## src/rtl/iter_alu.sv

```systemverilog
// iter_alu: registered ALU with single-cycle logic/arith/shift ops and
// iterative (one bit per cycle) multiply, divide and remainder.
//
// Ports:
//   clk       - clock, rising edge
//   rst       - synchronous active-high reset
//   start     - operation request, accepted in IDLE or DONE only
//   A, B      - operands (WIDTH bits, treated as signed where relevant)
//   ALUOp     - 4-bit operation code
//   ALUResult - registered result, updated only on the edge that raises done
//   Zero      - registered, 1 iff ALUResult == 0
//   busy      - high while an iterative operation runs
//   done      - one-cycle pulse when ALUResult is valid
module iter_alu #(
    parameter int WIDTH = 32
) (
    input  logic             clk,
    input  logic             rst,
    input  logic             start,
    input  logic [WIDTH-1:0] A,
    input  logic [WIDTH-1:0] B,
    input  logic [3:0]       ALUOp,
    output logic [WIDTH-1:0] ALUResult,
    output logic             Zero,
    output logic             busy,
    output logic             done
);

    localparam int SHW = $clog2(WIDTH);

    localparam logic [3:0] OP_ADD   = 4'd0;
    localparam logic [3:0] OP_SUB   = 4'd1;
    localparam logic [3:0] OP_AND   = 4'd2;
    localparam logic [3:0] OP_OR    = 4'd3;
    localparam logic [3:0] OP_SLT   = 4'd4;
    localparam logic [3:0] OP_SLTU  = 4'd5;
    localparam logic [3:0] OP_XOR   = 4'd6;
    localparam logic [3:0] OP_SLL   = 4'd7;
    localparam logic [3:0] OP_SRL   = 4'd8;
    localparam logic [3:0] OP_SRA   = 4'd9;
    localparam logic [3:0] OP_MUL   = 4'd10;
    localparam logic [3:0] OP_MULHU = 4'd11;
    localparam logic [3:0] OP_DIV   = 4'd12;
    localparam logic [3:0] OP_DIVU  = 4'd13;
    localparam logic [3:0] OP_REM   = 4'd14;
    localparam logic [3:0] OP_REMU  = 4'd15;

    typedef enum logic [1:0] {S_IDLE, S_RUN, S_DONE} state_t;

    state_t             state_q, state_d;
    logic [SHW-1:0]     cnt_q, cnt_d;
    logic [WIDTH-1:0]   res_q, res_d;
    logic               zero_q, zero_d;
    logic [WIDTH-1:0]   a_q, a_d, b_q, b_d;
    logic [3:0]         op_q, op_d;
    // Multiply: {high partial sum, remaining multiplier/low product}.
    // Divide:   {partial remainder, dividend shifting into quotient}.
    logic [2*WIDTH-1:0] acc_q, acc_d;

    // ---------------- single-cycle datapath (uses live inputs) ----------
    logic [WIDTH-1:0] single_res;
    logic [SHW-1:0]   shamt;

    assign shamt = B[SHW-1:0];

    always_comb begin
        // NOTE: every always_comb output gets a default first so no path can infer a latch.
        single_res = '0;
        case (ALUOp)
            OP_ADD:  single_res = A + B;
            OP_SUB:  single_res = A - B;
            OP_AND:  single_res = A & B;
            OP_OR:   single_res = A | B;
            OP_SLT:  single_res = {{(WIDTH-1){1'b0}}, ($signed(A) < $signed(B))};
            OP_SLTU: single_res = {{(WIDTH-1){1'b0}}, (A < B)};
            OP_XOR:  single_res = A ^ B;
            OP_SLL:  single_res = A << shamt;
            OP_SRL:  single_res = A >> shamt;
            OP_SRA:  single_res = $signed(A) >>> shamt;
            default: single_res = '0;
        endcase
    end

    // ---------------- iterative datapath (uses latched operands) --------
    logic             in_iter, in_signed_div, in_is_mul;
    logic [WIDTH-1:0] in_a_mag;

    assign in_iter       = (ALUOp >= OP_MUL);
    assign in_is_mul     = (ALUOp == OP_MUL) || (ALUOp == OP_MULHU);
    assign in_signed_div = (ALUOp == OP_DIV) || (ALUOp == OP_REM);
    assign in_a_mag      = (in_signed_div && A[WIDTH-1]) ? -A : A;

    logic               is_mul, signed_div;
    logic [WIDTH-1:0]   b_mag;
    logic [WIDTH:0]     mul_sum, rem_sh, diff;
    logic [2*WIDTH-1:0] mul_next, div_next, acc_next;
    logic [WIDTH-1:0]   quo, rmd, iter_res;

    assign is_mul     = (op_q == OP_MUL) || (op_q == OP_MULHU);
    assign signed_div = (op_q == OP_DIV) || (op_q == OP_REM);
    assign b_mag      = (signed_div && b_q[WIDTH-1]) ? -b_q : b_q;

    // Shift-add: add A into the high half when the current multiplier bit
    // is set, then shift the whole accumulator right by one.
    assign mul_sum  = {1'b0, acc_q[2*WIDTH-1:WIDTH]} + ({1'b0, a_q} & {(WIDTH+1){acc_q[0]}});
    assign mul_next = {mul_sum, acc_q[WIDTH-1:1]};

    // Restoring division: shift the next dividend bit into the remainder and
    // subtract the divisor only if it does not go negative.
    assign rem_sh   = {acc_q[2*WIDTH-1:WIDTH], acc_q[WIDTH-1]};
    assign diff     = rem_sh - {1'b0, b_mag};
    assign div_next = diff[WIDTH] ? {rem_sh[WIDTH-1:0], acc_q[WIDTH-2:0], 1'b0}
                                  : {diff[WIDTH-1:0],   acc_q[WIDTH-2:0], 1'b1};

    assign acc_next = is_mul ? mul_next : div_next;
    assign quo      = acc_next[WIDTH-1:0];
    assign rmd      = acc_next[2*WIDTH-1:WIDTH];

    always_comb begin
        iter_res = '0;
        case (op_q)
            OP_MUL:   iter_res = acc_next[WIDTH-1:0];
            OP_MULHU: iter_res = acc_next[2*WIDTH-1:WIDTH];
            // Unsigned division by zero already yields all-ones; the signed
            // form needs an override so the sign fix-up cannot flip it.
            OP_DIV:   iter_res = (b_q == '0) ? '1
                               : ((a_q[WIDTH-1] ^ b_q[WIDTH-1]) ? -quo : quo);
            OP_DIVU:  iter_res = quo;
            OP_REM:   iter_res = a_q[WIDTH-1] ? -rmd : rmd;
            OP_REMU:  iter_res = rmd;
            default:  iter_res = '0;
        endcase
    end

    // ---------------- control ----------------
    always_comb begin
        state_d = state_q;
        cnt_d   = cnt_q;
        res_d   = res_q;
        zero_d  = zero_q;
        a_d     = a_q;
        b_d     = b_q;
        op_d    = op_q;
        acc_d   = acc_q;
        case (state_q)
            S_IDLE, S_DONE: begin
                state_d = S_IDLE;
                if (start) begin
                    if (in_iter) begin
                        a_d     = A;
                        b_d     = B;
                        op_d    = ALUOp;
                        cnt_d   = '0;
                        acc_d   = in_is_mul ? {{WIDTH{1'b0}}, B} : {{WIDTH{1'b0}}, in_a_mag};
                        state_d = S_RUN;
                    end else begin
                        res_d   = single_res;
                        zero_d  = (single_res == '0);
                        state_d = S_DONE;
                    end
                end
            end
            S_RUN: begin
                acc_d = acc_next;
                cnt_d = cnt_q + SHW'(1);
                if (cnt_q == SHW'(WIDTH-1)) begin
                    res_d   = iter_res;
                    zero_d  = (iter_res == '0);
                    state_d = S_DONE;
                end
            end
            default: state_d = S_IDLE;
        endcase
    end

    // NOTE: sequential state uses non-blocking assignments so every flop samples pre-edge values.
    always_ff @(posedge clk) begin
        if (rst) begin
            state_q <= S_IDLE;
            cnt_q   <= '0;
            res_q   <= '0;
            zero_q  <= 1'b1;
        end else begin
            state_q <= state_d;
            cnt_q   <= cnt_d;
            res_q   <= res_d;
            zero_q  <= zero_d;
        end
    end

    // NOTE: operand and accumulator registers carry no reset; they are always loaded before use.
    always_ff @(posedge clk) begin
        a_q   <= a_d;
        b_q   <= b_d;
        op_q  <= op_d;
        acc_q <= acc_d;
    end

    assign ALUResult = res_q;
    assign Zero      = zero_q;
    assign busy      = (state_q == S_RUN);
    assign done      = (state_q == S_DONE);

endmodule
```

## config.mk

```make
export PLATFORM = sky130hd
export DESIGN_NAME = iter_alu
export DESIGN_NICKNAME = d
export VERILOG_FILES = /design/src/rtl/iter_alu.sv
export SDC_FILE = /design/constraint.sdc
export NUM_CORES = 1
export LEC_CHECK = 0
export BUFFER_PORTS_ARGS = -buffer_cell sky130_fd_sc_hd__buf_2
export CORE_MARGIN = 4
export CORE_UTILIZATION = 35
export DETAILED_ROUTE_END_ITERATION = 10
export HOLD_SLACK_MARGIN = 0.12
export SKIP_CTS_REPAIR_TIMING = 1
export SLEW_MARGIN = 5
export SYNTH_ARGS = -nofsm -noshare
export SYNTH_HDL_FRONTEND = slang
export SYNTH_SLANG_ARGS = --single-unit
```

## constraint.sdc

```tcl
create_clock -name clk -period 18.7 [get_ports clk]
set_clock_uncertainty 0.1 [all_clocks]
set_input_delay 4.675 -clock clk [delete_from_list [all_inputs] [get_ports clk]]
set_output_delay 4.675 -clock clk [all_outputs]
set_load 0.02 [all_outputs]
```

==> run summary, run 1 <==
The min-delay analysis places its worst path in the category reg2reg. The peak clock frequency supported by timing came out at 94.2 MHz. The clock slew at the register clock pins of the worst setup and hold paths is 80 ps.

Of the synthesized area, sequential elements account for 20.0%. In the final layout, the multi-input gates occupy 17700 um^2. For this run, the leading register cell type out of synthesis is edfxtp_1. The post-synth net total is 3359. The number of clock buffers added by TritonCTS is 17. The clock tree from TritonCTS is built. The critical path's slowest cell is a2111oi_0. The critical path startpoint category is an input pin. In the final design database the tool counted 3305 nets. The total I/O pin count is 106. The kind of capture point of the worst setup path is a register. The number of antenna-violating nets in the routed design came out at 0. The run finished with clean final reports. After synthesis, the cell types taking the most area are edfxtp_1 17%, ha_1 8.8%, mux4_2 6.0%. The weighted congestion at the end of routability-driven global placement is 1.02. The leakage power is 9.99 nW. Leaving out fill and tap cells, the most frequent cells in the layout are 322 x nor2_1, 285 x nand2_1, 279 x a21oi_1, 217 x o21ai_0, 167 x ha_1.

The setup TNS came out at 0 ps. Leaving out filler cells and counting taps, the final layout contains 3949. Using the TritonRoute via totals, the vias-per-cell ratio works out to 6.47. Summing all flip-flop and latch instances after layout gives 4760 um^2.

The critical path runs through a total of 20 cells. The number of antenna violations at the first check in global routing is 1. The post-route fraction of the period consumed by the critical path came out at 56.8%. The number of levels in the clock H-tree came out at 4.

The vertical die dimension came out at 269 um. In this run the standard cell core region covers 67400 um^2. The slew at the pin with the worst max-slew slack came out at 1090 ps. The count of port buffers added during placement is 105.

The sum of met2 wire segment lengths after detailed routing came out at 47200 um. The number of standard-cell rows in the floorplan is 95. Across the run, the number of max-cap violations was 0. The sum of routed wire length over all layers is 106000 um.

The number of unique standard cell types used by synthesis is 92. In the final routed layout, each cell accounts on average for 27.0 um. The library cell used most frequently in the layout, excluding fill and tap cells, is nor2_1. For this run, the total global-route usage over all layers was measured as 28.6%. The worst-case vdd ir drop is 0.0000694 V. The cell type with the highest occurrence count on the critical path is nor3_1. The overall via count from detail_route came out at 25600. The fraction of final layout cells sized beyond drive strength 1 is 10.5%. The count of final max-slew check failures is 0. After detailed routing, no signal wire sits above met4. The met3 wire length came out at 9580 um. The die is 269 um wide. Summed over all instances, the cell type with the most area after synthesis is edfxtp_1. The number of remaining DRC errors is 0. Entering global routing, the biggest net connects 68 pins. The total instance count after detailed placement came out at 3917. The area share of the leading cell type in the synthesized netlist came out at 16.6%. The largest single stage delay on the critical path is 740 ps. Along the worst path, the maximum fanout reaches 46. The starting density of the core came out at 35.4%. The worst max-slew margin expressed relative to the limit came out at 27.4%.

The filler cell count in the final layout is 6998. Once detailed placement completed, the half-perimeter wirelength came to 81600 um. The worst path buffer plus inverter count came out at 3. Power comes to 1.55 mW. The overall overflow remaining after global route is 0. The number of setup violations in the final report is 0. By startpoint and endpoint, the worst setup path is classified as in2reg. The cell area after placement is 25000 um^2. The worst-case hold slack came out at 353 ps.

The routed length on met1 is 42800 um. The floorplan step defined a die boundary enclosing 72400 um^2. Traced cell by cell, the critical path runs through buf_2 > buf_4 > inv_1 > ha_1 > o21a_1 > nor4_1 > nor3_1 > a221oi_1 > o21ai_0 > a2111oi_0 > o31a_1 > o31ai_1 > a31oi_1 > mux2i_1 > xnor2_1 > o221ai_1 > or4_1 > or3_1 > nor3_1 > a2111o_1.

The cell type group with the largest total delay on the critical path is compound AO/OA/AOI/OAI gates. The wire length of the first global-routing pass is 157000 um. Before antenna repair, the detailed router went through 6 iterations. The post-synthesis area per instance came out at 7.65 um^2. The share of flip-flops with an asynchronous set or reset after synthesis came out at 0%. The number of flops mapped to enable cells by yosys came out at 132.

The critical path arrival is 10920 ps. The clock drives 172 sinks. The cell depth of the worst hold path is 2.

The number of antenna cells inserted came out at 0. The register bit total from synthesis is 172. The first routing iteration left 3701 violations. The combined area of all synthesized cells came out at 23800 um^2. CTS placed an instance of clkbuf_16 at the clock tree root. STA puts the critical path data required time at 19000 ps. Setup repair after global routing left no endpoint under its margin. The Yosys step of the flow raised 0 warnings. At the later pin of the worst-skew pair, clock insertion delay measures 460 ps.

The power density relative to cell area is 60.6 nW/um^2. The clock period could shrink to 10610 ps. The instance count of the mapped netlist came out at 3117. The total non-filler cell area in the finished layout came out at 25600 um^2. The area growth from synthesis to final layout is 7.28%. Measured in cells, the most critical reg-to-reg path has a length of 28.

The number of buffers on the longest clock path came out at 2. The final-report hold violation count came to 0. The via count of the first global-routing pass came out at 23900.
state kept, by name, indices dropped and copies added, names as in the netlist:
register / flops
acc_q: 64
cnt_q: 5
ALUResult: 32
a_q: 32
op_q: 4
Zero: 1
b_q: 32
state_q: 2
cell usage after synthesis, types with 28 or more instances:
library cell	instances
nor2_1	323
nand2_1	286
a21oi_1	280
o21ai_0	217
clkbuf_1	190
ha_1	167
edfxtp_1	132
inv_1	130
nand3_1	93
nor3_1	92
xnor2_1	91
mux2i_1	78
o211ai_1	68
mux4_2	63
and2_1	58
a31oi_1	56
a21o_1	49
a211oi_1	48
nor4_1	43
xor2_1	43
dfxtp_1	40
nand4_1	33
nand2b_1	28
or3_1	28
metrics by stage:
step           utilization (%)  setup slack (ps)
2_1_floorplan                -              7870
3_3_place_gp              37.1              7930
3_5_place_dp              37.1              7790
4_1_cts                   38.0              8250
5_1_grt                   38.0              7710
6_report                  38.0              8090
final timing paths:
kind,from,to,slack [ps]
hold / removal,ALUResult[22],ALUResult[22],350
hold reg to reg,ALUResult[22],ALUResult[22],350
setup reg to reg,b_q[3],Zero,8660
setup / recovery,B[4],Zero,8090
logic make-up (layout without fill, tap and decap cells):
| group | after synthesis | after routing | synth area share (%) |
|---|---|---|---|
| AND/OR/NAND/NOR | 1106 | 1106 | 22.3 |
| AO/OA/AOI/OAI | 1012 | 1012 | 27.8 |
| XOR/XNOR | 134 | 134 | 4.92 |
| multiplexers | 160 | 160 | 10.1 |
| flip-flops | 172 | 172 | 20.0 |
| buffers and inverters | 362 | 321 | 5.79 |
| adder cells (fa/ha/maj) | 171 | 171 | 9.10 |
power breakdown:
part	switching, mW	total [mW]	internal (mW)
Clock	0.180	0.361	0.181
Combinational	0.477	0.724	0.247
Sequential	0.0245	0.466	0.442
Total	0.681	1.55	0.870
layer usage:
metal | vias up | GRT usage (%)
li1 | 11600 | -
met1 | 12100 | 37.7
met2 | 1512 | 45.3
met3 | 317 | 4.30
met4 | 0 | 15.4
met5 | - | 0
final cells by class:
type / instances / share of cell area [%]
multi-input combinational: 2583 / 69.4
timing repair buffer: 156 / 3.56
clock buffer: 20 / 1.75
tap: 873 / 4.27
inverter: 133 / 1.95
sequential: 172 / 18.6
clock inverter: 12 / 0.470
tightest hold or removal path: cells and delay by family, from the launching register on:
family	cells	cell delay (ps)
flops	1	310
compound gates	1	50
simple gates	1	50
No activity file was read; power rests on OpenSTA's default activity.
==> run 2, diff against run 1 <==
--- a/config.mk
+++ b/config.mk
@@ -5,6 +5,7 @@
 export SDC_FILE = /design/constraint.sdc
 export NUM_CORES = 1
 export LEC_CHECK = 0
+export ABC_AREA = 1
 export BUFFER_PORTS_ARGS = -buffer_cell sky130_fd_sc_hd__buf_2
 export CORE_MARGIN = 4
 export CORE_UTILIZATION = 35
==> constraint.sdc (replaced) <==
create_clock -name clk -period 10.8 [get_ports clk]
set_clock_uncertainty 0.1 [all_clocks]
set_input_delay 2.7 -clock clk [delete_from_list [all_inputs] [get_ports clk]]
set_output_delay 2.7 -clock clk [all_outputs]
set_load 0.02 [all_outputs]
==> run 2 against run 1 <==
First-iteration DRC count shrank 2.5%. Area after synthesis grew 4.9%. Core utilization grew 0.32 points. Sequential share of layout area shrank 0.94 points. Via count grew 16%. Count of clock-buffer cells in the layout shrank 3. Largest power group unchanged.
==> run summary, run 2 <==
The largest register by flop count is acc_q (unchanged). The worst max-slew margin expressed relative to the limit came to 26.6% (was 27.4%). The number of antenna violations at the first check in global routing is 4 (was 1). Leading cell types in the layout, fill and taps excluded: 1116 x nand2_1, 535 x inv_1, 417 x nor2_1, 402 x o21ai_0, 375 x a21oi_1 (was 322 x nor2_1, 285 x nand2_1, 279 x a21oi_1, 217 x o21ai_0, 167 x ha_1). The detailed-router iteration count before antenna repair is 6 (unchanged). The critical path's slowest cell is edfxtp_1 (was a2111oi_0). The core region area is 70400 um^2 (was 67400 um^2). The number of flops mapped to enable cells by yosys came out at 132 (unchanged).

The number of warnings issued by yosys was 0 (unchanged). The post-detailed-placement half-perimeter wirelength came out at 106000 um (was 81600 um). The maximum fanout along the worst path came to 31 (was 46). The slew at the pin with the worst max-slew slack is 1090 ps (about the same). The wire length of the first global-routing pass came to 185000 um (was 157000 um).

The overall track demand over capacity in global routing is 33.3% (was 28.6%). The post-synthesis area per instance is 5.91 um^2 (was 7.65 um^2). The sink count of the clock tree is 172 (unchanged). The number of buffers on the longest clock path came out at 2 (unchanged).

The count of final max-slew check failures came out at 0 (unchanged). The data required time of the critical path is 11120 ps (was 19000 ps). Setup repair after global routing missed its margin: false (unchanged). The fraction of final layout cells sized beyond drive strength 1 came out at 6.91% (was 10.5%). The peak clock frequency supported by timing is 130 MHz. The post-layout minimum cycle time is 7690 ps.

The cell with the most instances after synthesis was nand2_1 (was nor2_1). The prevailing post-synth register cell is edfxtp_1 (unchanged). The clock latency reported for the late side of the worst-skew pair came out at 460 ps (about the same). The number of levels in the clock H-tree came to 4 (unchanged). The average wire per cell in the routed design is 25.0 um (was 27.0 um). The top cell type by total area after synthesis is nand2_1 (was edfxtp_1). The overall via count from detail_route is 29700 (was 25600). The number of antenna-violating nets in the routed design was 0 (unchanged). The kind of capture point of the worst setup path was a register (unchanged). The pin count of the biggest net entering global routing came to 76 (was 68). The total I/O pin count is 106 (unchanged).

The critical path arrival came to 8000 ps (was 10920 ps). The root buffer selected by CTS is clkbuf_16 (unchanged). The weighted congestion at the end of routability-driven global placement came out at 1.03 (was 1.02). The worst setup slack after placement is 3260 ps (was 7790 ps). The share of flip-flops with an asynchronous set or reset after synthesis came to 0% (unchanged). The worst-case vdd ir drop is 0.0000888 V (was 0.0000694 V). The overall overflow remaining after global route came out at 0 (unchanged).

Main area contributors after synthesis: nand2_1 17%, edfxtp_1 16%, ha_1 8.4% (was edfxtp_1 17%, ha_1 8.8%, mux4_2 6.0%). The post-synth net total came out at 4474 (was 3359). The critical path startpoint category was a register (was input pin). The TritonCTS buffer count is 17 (unchanged). The cell area after placement was 26300 um^2 (was 25000 um^2). The number of nets in the layout came to 4469 (was 3305). The type of the tightest min-delay check is reg2reg (unchanged). The share of synthesized area occupied by flip-flops and latches is 19.0% (was 20.0%).

The number of standard-cell rows in the floorplan is 97 (was 95). The combined area of all synthesized cells came out at 25000 um^2 (was 23800 um^2). Status: complete, no violations (unchanged). The area growth from synthesis to final layout is 7.68% (was 7.28%).

The count of port buffers added during placement came out at 105 (unchanged). The vertical die dimension came to 275 um (was 269 um). The number of setup violations in the final report is 0 (unchanged). The area of the die came out at 75800 um^2 (was 72400 um^2). Most frequent cells after synthesis: 1116 x nand2_1, 538 x inv_1, 419 x nor2_1 (was 323 x nor2_1, 286 x nand2_1, 280 x a21oi_1). Of the available clock period, the critical path in the final layout requires 71.2%. The instance count of the mapped netlist is 4232 (was 3117). The start-to-end type of the worst setup path was reg2reg (was in2reg). The die width was 275 um (was 269 um). The area share of the leading cell type in the synthesized netlist was 16.7% (was 16.6%). The number of remaining DRC errors came out at 0 (unchanged).

The setup slack of the critical path after layout came to 3110 ps (was 8090 ps). The total non-filler cell area in the finished layout came out at 26900 um^2 (was 25600 um^2). The number of unique standard cell types used by synthesis came out at 71 (was 92). The number of DRC markers in iteration 0 is 3608 (was 3701). The worst-case hold slack is 365 ps (was 353 ps). The cell type with the highest occurrence count on the critical path is nand2_1 (was nor3_1). The power after layout came to 2.86 mW (was 1.55 mW). The register bit total from synthesis came out at 172 (unchanged).

The leakage power came to 12.8 nW (was 9.99 nW). The power density relative to cell area is 106 nW/um^2 (was 60.6 nW/um^2). The average vias per placed instance is 5.73 (was 6.47). The sum of routed wire length over all layers is 129000 um (was 106000 um). The clock slew at the register clock pins of the worst setup and hold paths is 80 ps (about the same). The clock tree from TritonCTS is built (unchanged). The final-report hold violation count came out at 0 (unchanged).

The longest individual stage delay on the worst path came out at 420 ps (was 740 ps). The starting density of the core came out at 35.5% (was 35.4%). The number of flip-flops under the largest register name came out at 64 (unchanged).

The most common cell after layout, fill and taps aside is nand2_1 (was nor2_1). The via count of the first global-routing pass is 27300 (was 23900). The max capacitance violation total was 0 (unchanged).

The setup TNS came out at 0 ps (unchanged).
-- run 2: routing by layer --
metal  wire, um  global-route usage [%]  up-vias  share of wire, %
met2      56000                    51.8     1432                43
met1      53500                    43.6    13800                41
met3      10400                    4.85      316               8.0
li1           -                       -    14200                 -
met5         13                       0        -             0.010
met4       9560                    20.1        2               7.4
-- run 2: cell families (layout without fill, tap and decap cells) --
logic type               after synthesis  in the layout  share of synthesized area [%]
buffers and inverters                728            736                           11.3
multiplexers                           7              7                          0.280
adder cells (fa/ha/maj)              171            171                           8.67
flip-flops                           172            172                           19.0
AND/OR/NAND/NOR                     2047           2047                           34.7
other                                  0              2                              0
XOR/XNOR                              75             75                           2.63
AO/OA/AOI/OAI                       1032           1032                           23.4
-- run 2: metrics by stage --
step                instances  util [%]
global route             5180      38.3
CTS                      5180      38.3
floorplan                4232         -
global placement         5148      37.4
detailed placement       5148      37.4
finish                   5182      38.3
-- run 2: report_power, final --
group / leakage (nW) / switching, mW / internal, mW
clock network: 0.284 / 0.318 / 0.312
logic: 10.9 / 1.06 / 0.371
registers: 1.56 / 0.0370 / 0.767
total: 12.8 / 1.41 / 1.45
-- run 2: final cells by class --
class	count	area (um^2)
inverters	558	2100
flip-flops and latches	172	4760
repair buffers	146	833
clock inverters	15	171
fillers	7982	43500
diodes	2	5.00
clock buffers	17	425
multi-input cells	3332	17500
well taps	940	1180
-- run 2: critical path, delay by kind of cell (launching register included) --
kind	cells	cell delay (ps)
AO/OA/AOI/OAI	10	1850
flip-flops	1	420
XOR/XNOR	1	360
adder cells (fa/ha/maj)	2	520
AND/OR/NAND/NOR	26	3980
buffers and inverters	4	400
-- run 2: worst paths after layout --
path,start,end,slack [ps],cells after the start
worst min-delay path,ALUResult[8],ALUResult[8],360,2
worst min register to register,ALUResult[8],ALUResult[8],360,2
worst max register to register,b_q[0],Zero,3110,43
worst max-delay path,b_q[0],Zero,3110,43
